[src/rtl/smbus_echo_monitor_if.sv]
// Purpose: bundles the LTPI receive-side frame stream, the local transmit
//          notification and the monitor's event/echo outputs into one port.
// Latency: n/a (wiring only); no backpressure, every strobe is a one-cycle event.
// Ports (slave = monitor side):
//   in : rx_link_up, rx_frm_valid, rx_event[3:0], tx_evt_load, tx_event[3:0]
//   out: evt_valid, evt_code[3:0], echo_ok, echo_err, retry_req, retry_event[3:0], fail
interface smbus_echo_monitor_if;
    logic       rx_link_up;
    logic       rx_frm_valid;
    logic [3:0] rx_event;
    logic       tx_evt_load;
    logic [3:0] tx_event;
    logic       evt_valid;
    logic [3:0] evt_code;
    logic       echo_ok;
    logic       echo_err;
    logic       retry_req;
    logic [3:0] retry_event;
    logic       fail;

    modport slave (
        input  rx_link_up, rx_frm_valid, rx_event, tx_evt_load, tx_event,
        output evt_valid, evt_code, echo_ok, echo_err, retry_req, retry_event, fail
    );

    modport master (
        output rx_link_up, rx_frm_valid, rx_event, tx_evt_load, tx_event,
        input  evt_valid, evt_code, echo_ok, echo_err, retry_req, retry_event, fail
    );
endinterface

[src/rtl/smbus_echo_monitor.sv]
// Purpose: receive-side SMBus event monitor for the LTPI mgmt path; dedups remote
//          events and tracks the echo expected for the last locally sent event.
// Latency: every output registered, pulses appear 1 clk after the causing strobe;
//          no backpressure, one frame per rx_frm_valid strobe is always consumed.
// Ports: clk, reset (sync, active-high), bus (smbus_echo_monitor_if.slave).
// Optional: define SMBUS_ECHO_MON_STATS_EN to add stat_ok_cnt, stat_retry_cnt,
//           stat_fail_cnt (16-bit saturating, cleared only by reset).
// smbus_event_t encoding: 0 idle, 1 start, 2 data_0, 3 data_1, 4 bit_rcv, 5 stop,
//   8 start_echo, 9 data_0_echo, 10 data_1_echo, 11 data_rcv_echo, 12 stop_echo.
module smbus_echo_monitor #(
    parameter int TIMEOUT_FRAMES = 8,
    parameter int MAX_RETRY      = 3
) (
    input  logic                       clk,
    input  logic                       reset,
    smbus_echo_monitor_if.slave        bus
`ifdef SMBUS_ECHO_MON_STATS_EN
    ,
    output logic [15:0]                stat_ok_cnt,
    output logic [15:0]                stat_retry_cnt,
    output logic [15:0]                stat_fail_cnt
`endif
);
    localparam logic [3:0] EV_IDLE      = 4'd0;
    localparam logic [3:0] EV_START     = 4'd1;
    localparam logic [3:0] EV_DATA_0    = 4'd2;
    localparam logic [3:0] EV_DATA_1    = 4'd3;
    localparam logic [3:0] EV_BIT_RCV   = 4'd4;
    localparam logic [3:0] EV_STOP      = 4'd5;
    localparam logic [3:0] EV_START_E   = 4'd8;
    localparam logic [3:0] EV_DATA_0_E  = 4'd9;
    localparam logic [3:0] EV_DATA_1_E  = 4'd10;
    localparam logic [3:0] EV_RCV_E     = 4'd11;
    localparam logic [3:0] EV_STOP_E    = 4'd12;

    localparam int FW = ($clog2(TIMEOUT_FRAMES + 1) > 4) ? $clog2(TIMEOUT_FRAMES + 1) : 4;
    localparam int RW = (MAX_RETRY < 2) ? 1 : $clog2(MAX_RETRY + 1);

    typedef enum logic [1:0] {S_IDLE, S_WAIT, S_FAIL} state_t;

    state_t          state_q;
    logic [3:0]      last_rx_q;
    logic [3:0]      exp_q;
    logic [FW-1:0]   frm_cnt_q;
    logic [FW-1:0]   frm_cnt_d;
    logic [RW-1:0]   retry_cnt_q;
    logic            evt_valid_q;
    logic [3:0]      evt_code_q;
    logic            echo_ok_q;
    logic            echo_err_q;
    logic            retry_req_q;
    logic [3:0]      retry_event_q;
    logic            fail_q;

    logic            rx_is_echo;
    logic            rx_is_new;
    logic            tx_has_echo;
    logic [3:0]      tx_exp;

    always_comb begin
        rx_is_echo = (bus.rx_event >= EV_START_E) && (bus.rx_event <= EV_STOP_E);
        // Only a change of code reports; an idle frame in between re-arms the report.
        rx_is_new  = (bus.rx_event != last_rx_q) && (bus.rx_event != EV_IDLE) && !rx_is_echo;
        frm_cnt_d  = frm_cnt_q + FW'(1);
    end

    always_comb begin
        tx_has_echo = 1'b0;
        tx_exp      = EV_IDLE;
        case (bus.tx_event)
            EV_START:   begin tx_has_echo = 1'b1; tx_exp = EV_START_E;  end
            EV_DATA_0:  begin tx_has_echo = 1'b1; tx_exp = EV_DATA_0_E; end
            EV_DATA_1:  begin tx_has_echo = 1'b1; tx_exp = EV_DATA_1_E; end
            EV_BIT_RCV: begin tx_has_echo = 1'b1; tx_exp = EV_RCV_E;    end
            EV_STOP:    begin tx_has_echo = 1'b1; tx_exp = EV_STOP_E;   end
            default:    begin tx_has_echo = 1'b0; tx_exp = EV_IDLE;     end
        endcase
    end

    always_ff @(posedge clk) begin
        if (reset) begin
            state_q       <= S_IDLE;
            last_rx_q     <= EV_IDLE;
            exp_q         <= EV_IDLE;
            frm_cnt_q     <= '0;
            retry_cnt_q   <= '0;
            evt_valid_q   <= 1'b0;
            evt_code_q    <= EV_IDLE;
            echo_ok_q     <= 1'b0;
            echo_err_q    <= 1'b0;
            retry_req_q   <= 1'b0;
            retry_event_q <= EV_IDLE;
            fail_q        <= 1'b0;
        end else begin
            evt_valid_q <= 1'b0;
            echo_ok_q   <= 1'b0;
            echo_err_q  <= 1'b0;
            retry_req_q <= 1'b0;
            if (!bus.rx_link_up) begin
                // Link loss flushes everything except the held output codes.
                state_q     <= S_IDLE;
                last_rx_q   <= EV_IDLE;
                frm_cnt_q   <= '0;
                retry_cnt_q <= '0;
                fail_q      <= 1'b0;
            end else begin
                if (bus.rx_frm_valid) begin
                    last_rx_q <= bus.rx_event;
                    if (rx_is_new) begin
                        evt_valid_q <= 1'b1;
                        evt_code_q  <= bus.rx_event;
                    end
                end
                // A load takes priority: a coincident frame only feeds dedup above.
                if (bus.tx_evt_load) begin
                    fail_q        <= 1'b0;
                    retry_cnt_q   <= '0;
                    frm_cnt_q     <= '0;
                    retry_event_q <= bus.tx_event;
                    exp_q         <= tx_exp;
                    state_q       <= tx_has_echo ? S_WAIT : S_IDLE;
                end else if (state_q == S_WAIT && bus.rx_frm_valid) begin
                    if (bus.rx_event == exp_q) begin
                        echo_ok_q <= 1'b1;
                        state_q   <= S_IDLE;
                    end else begin
                        echo_err_q <= rx_is_echo;
                        if (frm_cnt_d == FW'(TIMEOUT_FRAMES)) begin
                            frm_cnt_q <= '0;
                            if (retry_cnt_q < RW'(MAX_RETRY)) begin
                                retry_req_q <= 1'b1;
                                retry_cnt_q <= retry_cnt_q + RW'(1);
                            end else begin
                                fail_q  <= 1'b1;
                                state_q <= S_FAIL;
                            end
                        end else begin
                            frm_cnt_q <= frm_cnt_d;
                        end
                    end
                end
            end
        end
    end

    assign bus.evt_valid   = evt_valid_q;
    assign bus.evt_code    = evt_code_q;
    assign bus.echo_ok     = echo_ok_q;
    assign bus.echo_err    = echo_err_q;
    assign bus.retry_req   = retry_req_q;
    assign bus.retry_event = retry_event_q;
    assign bus.fail        = fail_q;

`ifdef SMBUS_ECHO_MON_STATS_EN
    logic [15:0] stat_ok_q;
    logic [15:0] stat_retry_q;
    logic [15:0] stat_fail_q;
    logic        fail_prev_q;

    always_ff @(posedge clk) begin
        if (reset) begin
            stat_ok_q    <= '0;
            stat_retry_q <= '0;
            stat_fail_q  <= '0;
            fail_prev_q  <= 1'b0;
        end else begin
            fail_prev_q <= fail_q;
            if (echo_ok_q && stat_ok_q != 16'hFFFF)
                stat_ok_q <= stat_ok_q + 16'd1;
            if (retry_req_q && stat_retry_q != 16'hFFFF)
                stat_retry_q <= stat_retry_q + 16'd1;
            if (fail_q && !fail_prev_q && stat_fail_q != 16'hFFFF)
                stat_fail_q <= stat_fail_q + 16'd1;
        end
    end

    assign stat_ok_cnt    = stat_ok_q;
    assign stat_retry_cnt = stat_retry_q;
    assign stat_fail_cnt  = stat_fail_q;
`endif
endmodule
[src/flat_wrapper.sv]
// flat-port wrapper written by rule: the top's interface ports become plain ports
module smbus_echo_monitor_flat 
#(
    parameter int TIMEOUT_FRAMES = 8,
    parameter int MAX_RETRY      = 3
)
  (clk, reset, bus_rx_link_up, bus_rx_frm_valid, bus_rx_event, bus_tx_evt_load, bus_tx_event, bus_evt_valid, bus_evt_code, bus_echo_ok, bus_echo_err, bus_retry_req, bus_retry_event, bus_fail);
  smbus_echo_monitor_if bus_i ();
  input  logic clk;
  input  logic reset;
  input wire logic [$bits(bus_i.rx_link_up)-1:0] bus_rx_link_up;
  input wire logic [$bits(bus_i.rx_frm_valid)-1:0] bus_rx_frm_valid;
  input wire logic [$bits(bus_i.rx_event)-1:0] bus_rx_event;
  input wire logic [$bits(bus_i.tx_evt_load)-1:0] bus_tx_evt_load;
  input wire logic [$bits(bus_i.tx_event)-1:0] bus_tx_event;
  output wire logic [$bits(bus_i.evt_valid)-1:0] bus_evt_valid;
  output wire logic [$bits(bus_i.evt_code)-1:0] bus_evt_code;
  output wire logic [$bits(bus_i.echo_ok)-1:0] bus_echo_ok;
  output wire logic [$bits(bus_i.echo_err)-1:0] bus_echo_err;
  output wire logic [$bits(bus_i.retry_req)-1:0] bus_retry_req;
  output wire logic [$bits(bus_i.retry_event)-1:0] bus_retry_event;
  output wire logic [$bits(bus_i.fail)-1:0] bus_fail;
  assign bus_i.rx_link_up = bus_rx_link_up;
  assign bus_i.rx_frm_valid = bus_rx_frm_valid;
  assign bus_i.rx_event = bus_rx_event;
  assign bus_i.tx_evt_load = bus_tx_evt_load;
  assign bus_i.tx_event = bus_tx_event;
  assign bus_evt_valid = bus_i.evt_valid;
  assign bus_evt_code = bus_i.evt_code;
  assign bus_echo_ok = bus_i.echo_ok;
  assign bus_echo_err = bus_i.echo_err;
  assign bus_retry_req = bus_i.retry_req;
  assign bus_retry_event = bus_i.retry_event;
  assign bus_fail = bus_i.fail;
  smbus_echo_monitor #(.TIMEOUT_FRAMES(TIMEOUT_FRAMES), .MAX_RETRY(MAX_RETRY)) u_core (.clk(clk), .reset(reset), .bus(bus_i));
endmodule
[config.mk]
export PLATFORM = sky130hd
export DESIGN_NAME = smbus_echo_monitor_flat
export DESIGN_NICKNAME = d
export VERILOG_FILES = /design/src/rtl/smbus_echo_monitor_if.sv /design/src/rtl/smbus_echo_monitor.sv /design/src/flat_wrapper.sv
export SDC_FILE = /design/constraint.sdc
export NUM_CORES = 1
export LEC_CHECK = 0
export BUFFER_PORTS_ARGS = -buffer_cell sky130_fd_sc_hd__buf_4
export CORE_ASPECT_RATIO = 0.75
export CORE_UTILIZATION = 40
export CTS_CLUSTER_DIAMETER = 30
export DETAILED_ROUTE_END_ITERATION = 7
export PLACE_DENSITY = 0.68
export SLEW_MARGIN = 25
export SYNTH_ARGS = -nofsm -noshare
export SYNTH_HDL_FRONTEND = slang
export SYNTH_SLANG_ARGS = --single-unit
[constraint.sdc]
create_clock -name clk -period 2 [get_ports clk]
set_clock_uncertainty 0.05 [all_clocks]
set_input_delay 0.2 -clock clk [delete_from_list [all_inputs] [get_ports clk]]
set_output_delay 0.2 -clock clk [all_outputs]
set_load 0.02 [all_outputs]
==> qor_table.md <==
| Stage | Metric | This run |
|:---|:---|:---|
| clock network | Post-CTS Hold Fix Bufs | 0 |
| min path | Classification of the worst-slack hold path | in2reg |
| power and ir drop | VDD IR max | 0.3929 mV |
| synth | Sequential share of the synthesized area | 0.4462 |
| synth | EDFF count, synth | 0 |
| drt | Routed wire per std cell | 13.13 um |
| setup path | Worst-path cell with the longest stage delay | dfxtp_1 |
| clock network | Number of buffers created by CTS | 5 |
| synth | Post-synthesis instance area | 1301 sq um |
| drt | ANT nets after route | 0 |
| clock network | Clock-pin slew reported for the worst setup and hold paths after clock tree synthesis | 0.06 ns |
| sta | Final setup violation count | 0 |
| grt | Largest net degree at the start of global routing | 17 |
| power and ir drop | Switching Power | 0.2857 mW |
| sta | RSZ-0062 raised after global routing | false |
| sta | Max Clk Rate | 632.7 MHz |
| drt | Total wirelength of the detailed-routed design | 2.796 mm |
| floorplan | Core region area | 3020 sq um |
| drt | Detailed Route Iter0 Violations | 95 |
| drt | Vias | 1132 |
| placement | Count of input and output buffers | 25 |
| drt | Vias per std cell | 5.315 |
| sta | Share of the clock period used by the worst path after layout | 0.7902 |
| grt | Global route total overflow | 0 |
| sta | Measured slew at the worst slew-check pin | 0.4310 ns |
| floorplan | Initial standard-cell utilization of the core | 0.4308 |
| power and ir drop | Clock share of power | 0.394 |
| sta | Fin Setup TNS | 0 ns |
| floorplan | Floorplan die area | 3488 sq um |
| clock network | TritonCTS clock tree | built |
| placement | Gp weighted congestion | 0.8034 |
| finish | Ant diodes | 0 |
| setup path | Worst R2R Start | u_core.frm_cnt_q[0] |
| sta | Final-report max-slew violation count | 0 |
| sta | Final count of hold timing violations | 0 |
| setup path | Critical path capture point type | register |
| sta | Final critical-path required period | 1.580 ns |
| synth | Fraction of synthesis flops using an asynchronous set or reset pin | 0 |
| synth | Synthesized instance count | 147 |
| min path | Worst min-delay path startpoint | reset |
| setup path | Cell breakdown of the critical path | ha_1 > nand2_1 > a211o_1 > or3_1 > a21oi_1 |
| synth | Post-synthesis area per instance | 8.852 sq um |
| finish | Net count of the finished layout | 190 |
| synth | Flip-flop cell with the highest count after synthesis | dfxtp_1 |
| power and ir drop | Post-layout power | 1.207 mW |
| grt | Gr usage total | 0.1899 |
| sta | Max-slew headroom at the worst pin | 0.7052 |
| drt | DRT met1 WL | 1.397 mm |
| floorplan | Row count | 17 |
| power and ir drop | Internal cell power | 0.9217 mW |
| clock network | Clock root buffer | clkbuf_8 |
| clock network | Insertion delay to the later sink of the worst-skew pair | 0.28 ns |
| synth | Flip-flop and latch count after synthesis | 29 |
| finish | Fin util | 0.5327 |
| finish | Most frequent cells in the layout | dfxtp_1, buf_4, a21oi_1, nor2_1, nand2_1 |
| setup path | Delay contributed by the slowest stage of the critical path | 0.40 ns |
| drt | Top routing layer used | met4 |
| floorplan | Boundary pin count | 26 |
| finish | Share of post-route cells with drive strength above 1 | 0.1943 |
| drt | Met3 WL | 111 um |
| power and ir drop | Portion of total power attributed to sequential cells | 0.497 |
| drt | DRC errors left | 0 |
| clock network | Count of buffers added by post-CTS timing repair for setup | 0 |
| placement | Number of cells in the design after placement | 206 |
| power and ir drop | Leak | 0.6438 nW |
| finish | Final cell count without fillers | 213 |
| run status | Run status | complete, no violations |
| synth | Count of distinct cell types in the synthesized netlist | 38 |
| grt | Global-route wire length before repair | 4.678 mm |
| synth | Yosys Warn Count | 0 |
| setup path | WS Path Type | reg2reg |
| clock network | Clk buf depth | 2 |
| synth | Syn Nets | 162 |
| setup path | Startpoint type of the worst setup path | register |
| grt | Antenna violations before repair | 0 |
| placement | Placed wire-length estimate after detailed placement | 2.078 mm |
| drt | Met2 layer wire length in the routed design | 1.230 mm |
| job | Max-capacitance violation count | 0 |
| setup path | Worst EP arrival | 1.74 ns |
| power and ir drop | P per Cell Area | 750.4 nW/um^2 |
| finish | Area growth, synth to finish | 23.65% |
| clock network | Number of sinks driven by the clock tree | 29 |
| power and ir drop | Combinational group share of total power | 0.109 |
| floorplan | Die Y | 51.40 um |
| setup path | Critical path fanouts, max | 6 |
| power and ir drop | Sw Share | 0.2367 |
| drt | Number of iterations in the first detailed-routing pass | 4 |
| clock network | H-tree level count | 2 |
| finish | Commonest non-fill, non-tap cell in the layout | dfxtp_1 |
| setup path | Data required time at the worst endpoint | 2.16 ns |
| floorplan | Horiz. Die Dim | 67.86 um |
| setup path | Critical Path Source | u_core.frm_cnt_q[0] |
| clock network | Post_cts resized | 0 |
| grt | Via count of the first global-routing pass | 1083 |
-- synth_stat cells (2+ instances only) --
cell / n / area (sq um)
a21oi_1: 15 / 75.07
and3b_1: 2 / 17.52
buf_2: 2 / 10.01
clkbuf_1: 3 / 11.26
dfxtp_1: 29 / 580.6
ha_1: 2 / 25.02
inv_1: 4 / 15.01
mux2i_1: 6 / 60.06
nand2_1: 12 / 45.04
nand2b_1: 6 / 37.54
nand3_1: 6 / 30.03
nand4_1: 2 / 12.51
nor2_1: 13 / 48.80
nor3_1: 4 / 20.02
nor4_1: 3 / 18.77
o21a_1: 2 / 15.01
o21ai_0: 6 / 30.03
or3_1: 3 / 18.77
xnor2_1: 5 / 43.79
xor2_1: 4 / 35.03
-- worst max-delay path, delay by kind of cell (launching register included) --
| kind | cells | cell delay, ns |
|---|---|---|
| AO/OA/AOI/OAI | 2 | 0.43 |
| flip-flops | 1 | 0.40 |
| AND/OR/NAND/NOR | 2 | 0.40 |
| adder cells (fa/ha/maj) | 1 | 0.23 |
-- final cells by class --
type	instances	area, sq um
Inverter	4	15.01
Fill cell	300	1411
Tap cell	38	47.55
Clock buffer	7	86.33
Sequential cell	29	580.6
Timing Repair Buffer	26	195.2
Multi-Input combinational cell	109	684.4
-- power by group through the flow --
stage               combinational [mW]  clock [mW]  sequential [mW]
floorplan                       0.0621           0            0.622
global placement                 0.129           0            0.611
detailed placement               0.131           0            0.612
CTS                              0.132       0.494            0.600
global route                     0.144       0.522            0.601
finish                           0.132       0.476            0.600
-- flip-flops by register name, indices dropped and copies added, names as in the netlist --
signal                  cells
u_core.bus.echo_err         1
u_core.bus.retry_event      4
u_core.retry_cnt_q          2
u_core.bus.fail             1
u_core.bus.retry_req        1
u_core.exp_q                4
u_core.state_q              2
u_core.bus.evt_code         4
u_core.bus.evt_valid        1
u_core.last_rx_q            4
u_core.frm_cnt_q            4
u_core.bus.echo_ok          1
-- routing by layer --
metal / global-route usage / up-vias
li1: - / 584
met1: 0.2378 / 515
met2: 0.2822 / 26
met3: 0.05357 / 7
met4: 0.1215 / 0
met5: 0 / -
-- per-stage QoR --
stage                     worst slack (ns)  cell area, sq um  hold WS (ns)
final                               0.4195              1609        0.1517
after global routing                0.2832              1609        0.1711
after CTS                           0.4142              1609        0.1401
after detailed placement            0.4459              1523        0.4018
after global placement              0.5259              1523        0.3964
after floorplan                     0.5737              1301        0.2287
-- path summary, 6_finish.rpt --
path	slack [ns]	depth (start not counted)	to
max	0.42	5	u_core.retry_cnt_q[0]
max reg2reg	0.42	5	u_core.retry_cnt_q[0]
min	0.15	2	u_core.bus.retry_event[1]
min reg2reg	0.41	2	u_core.bus.retry_event[1]
-- kinds of logic (layout without fill, tap and decap cells) --
logic type | count (synthesis) | count (layout) | share of synthesized area
simple gates | 58 | 58 | 0.2337
compound gates | 34 | 34 | 0.1664
flops | 29 | 29 | 0.4462
xor+xnor | 9 | 9 | 0.06057
buf+inv | 9 | 37 | 0.02788
mux | 6 | 6 | 0.04616
fa+ha+maj | 2 | 2 | 0.01923
(Power assumes the default switching activity.)
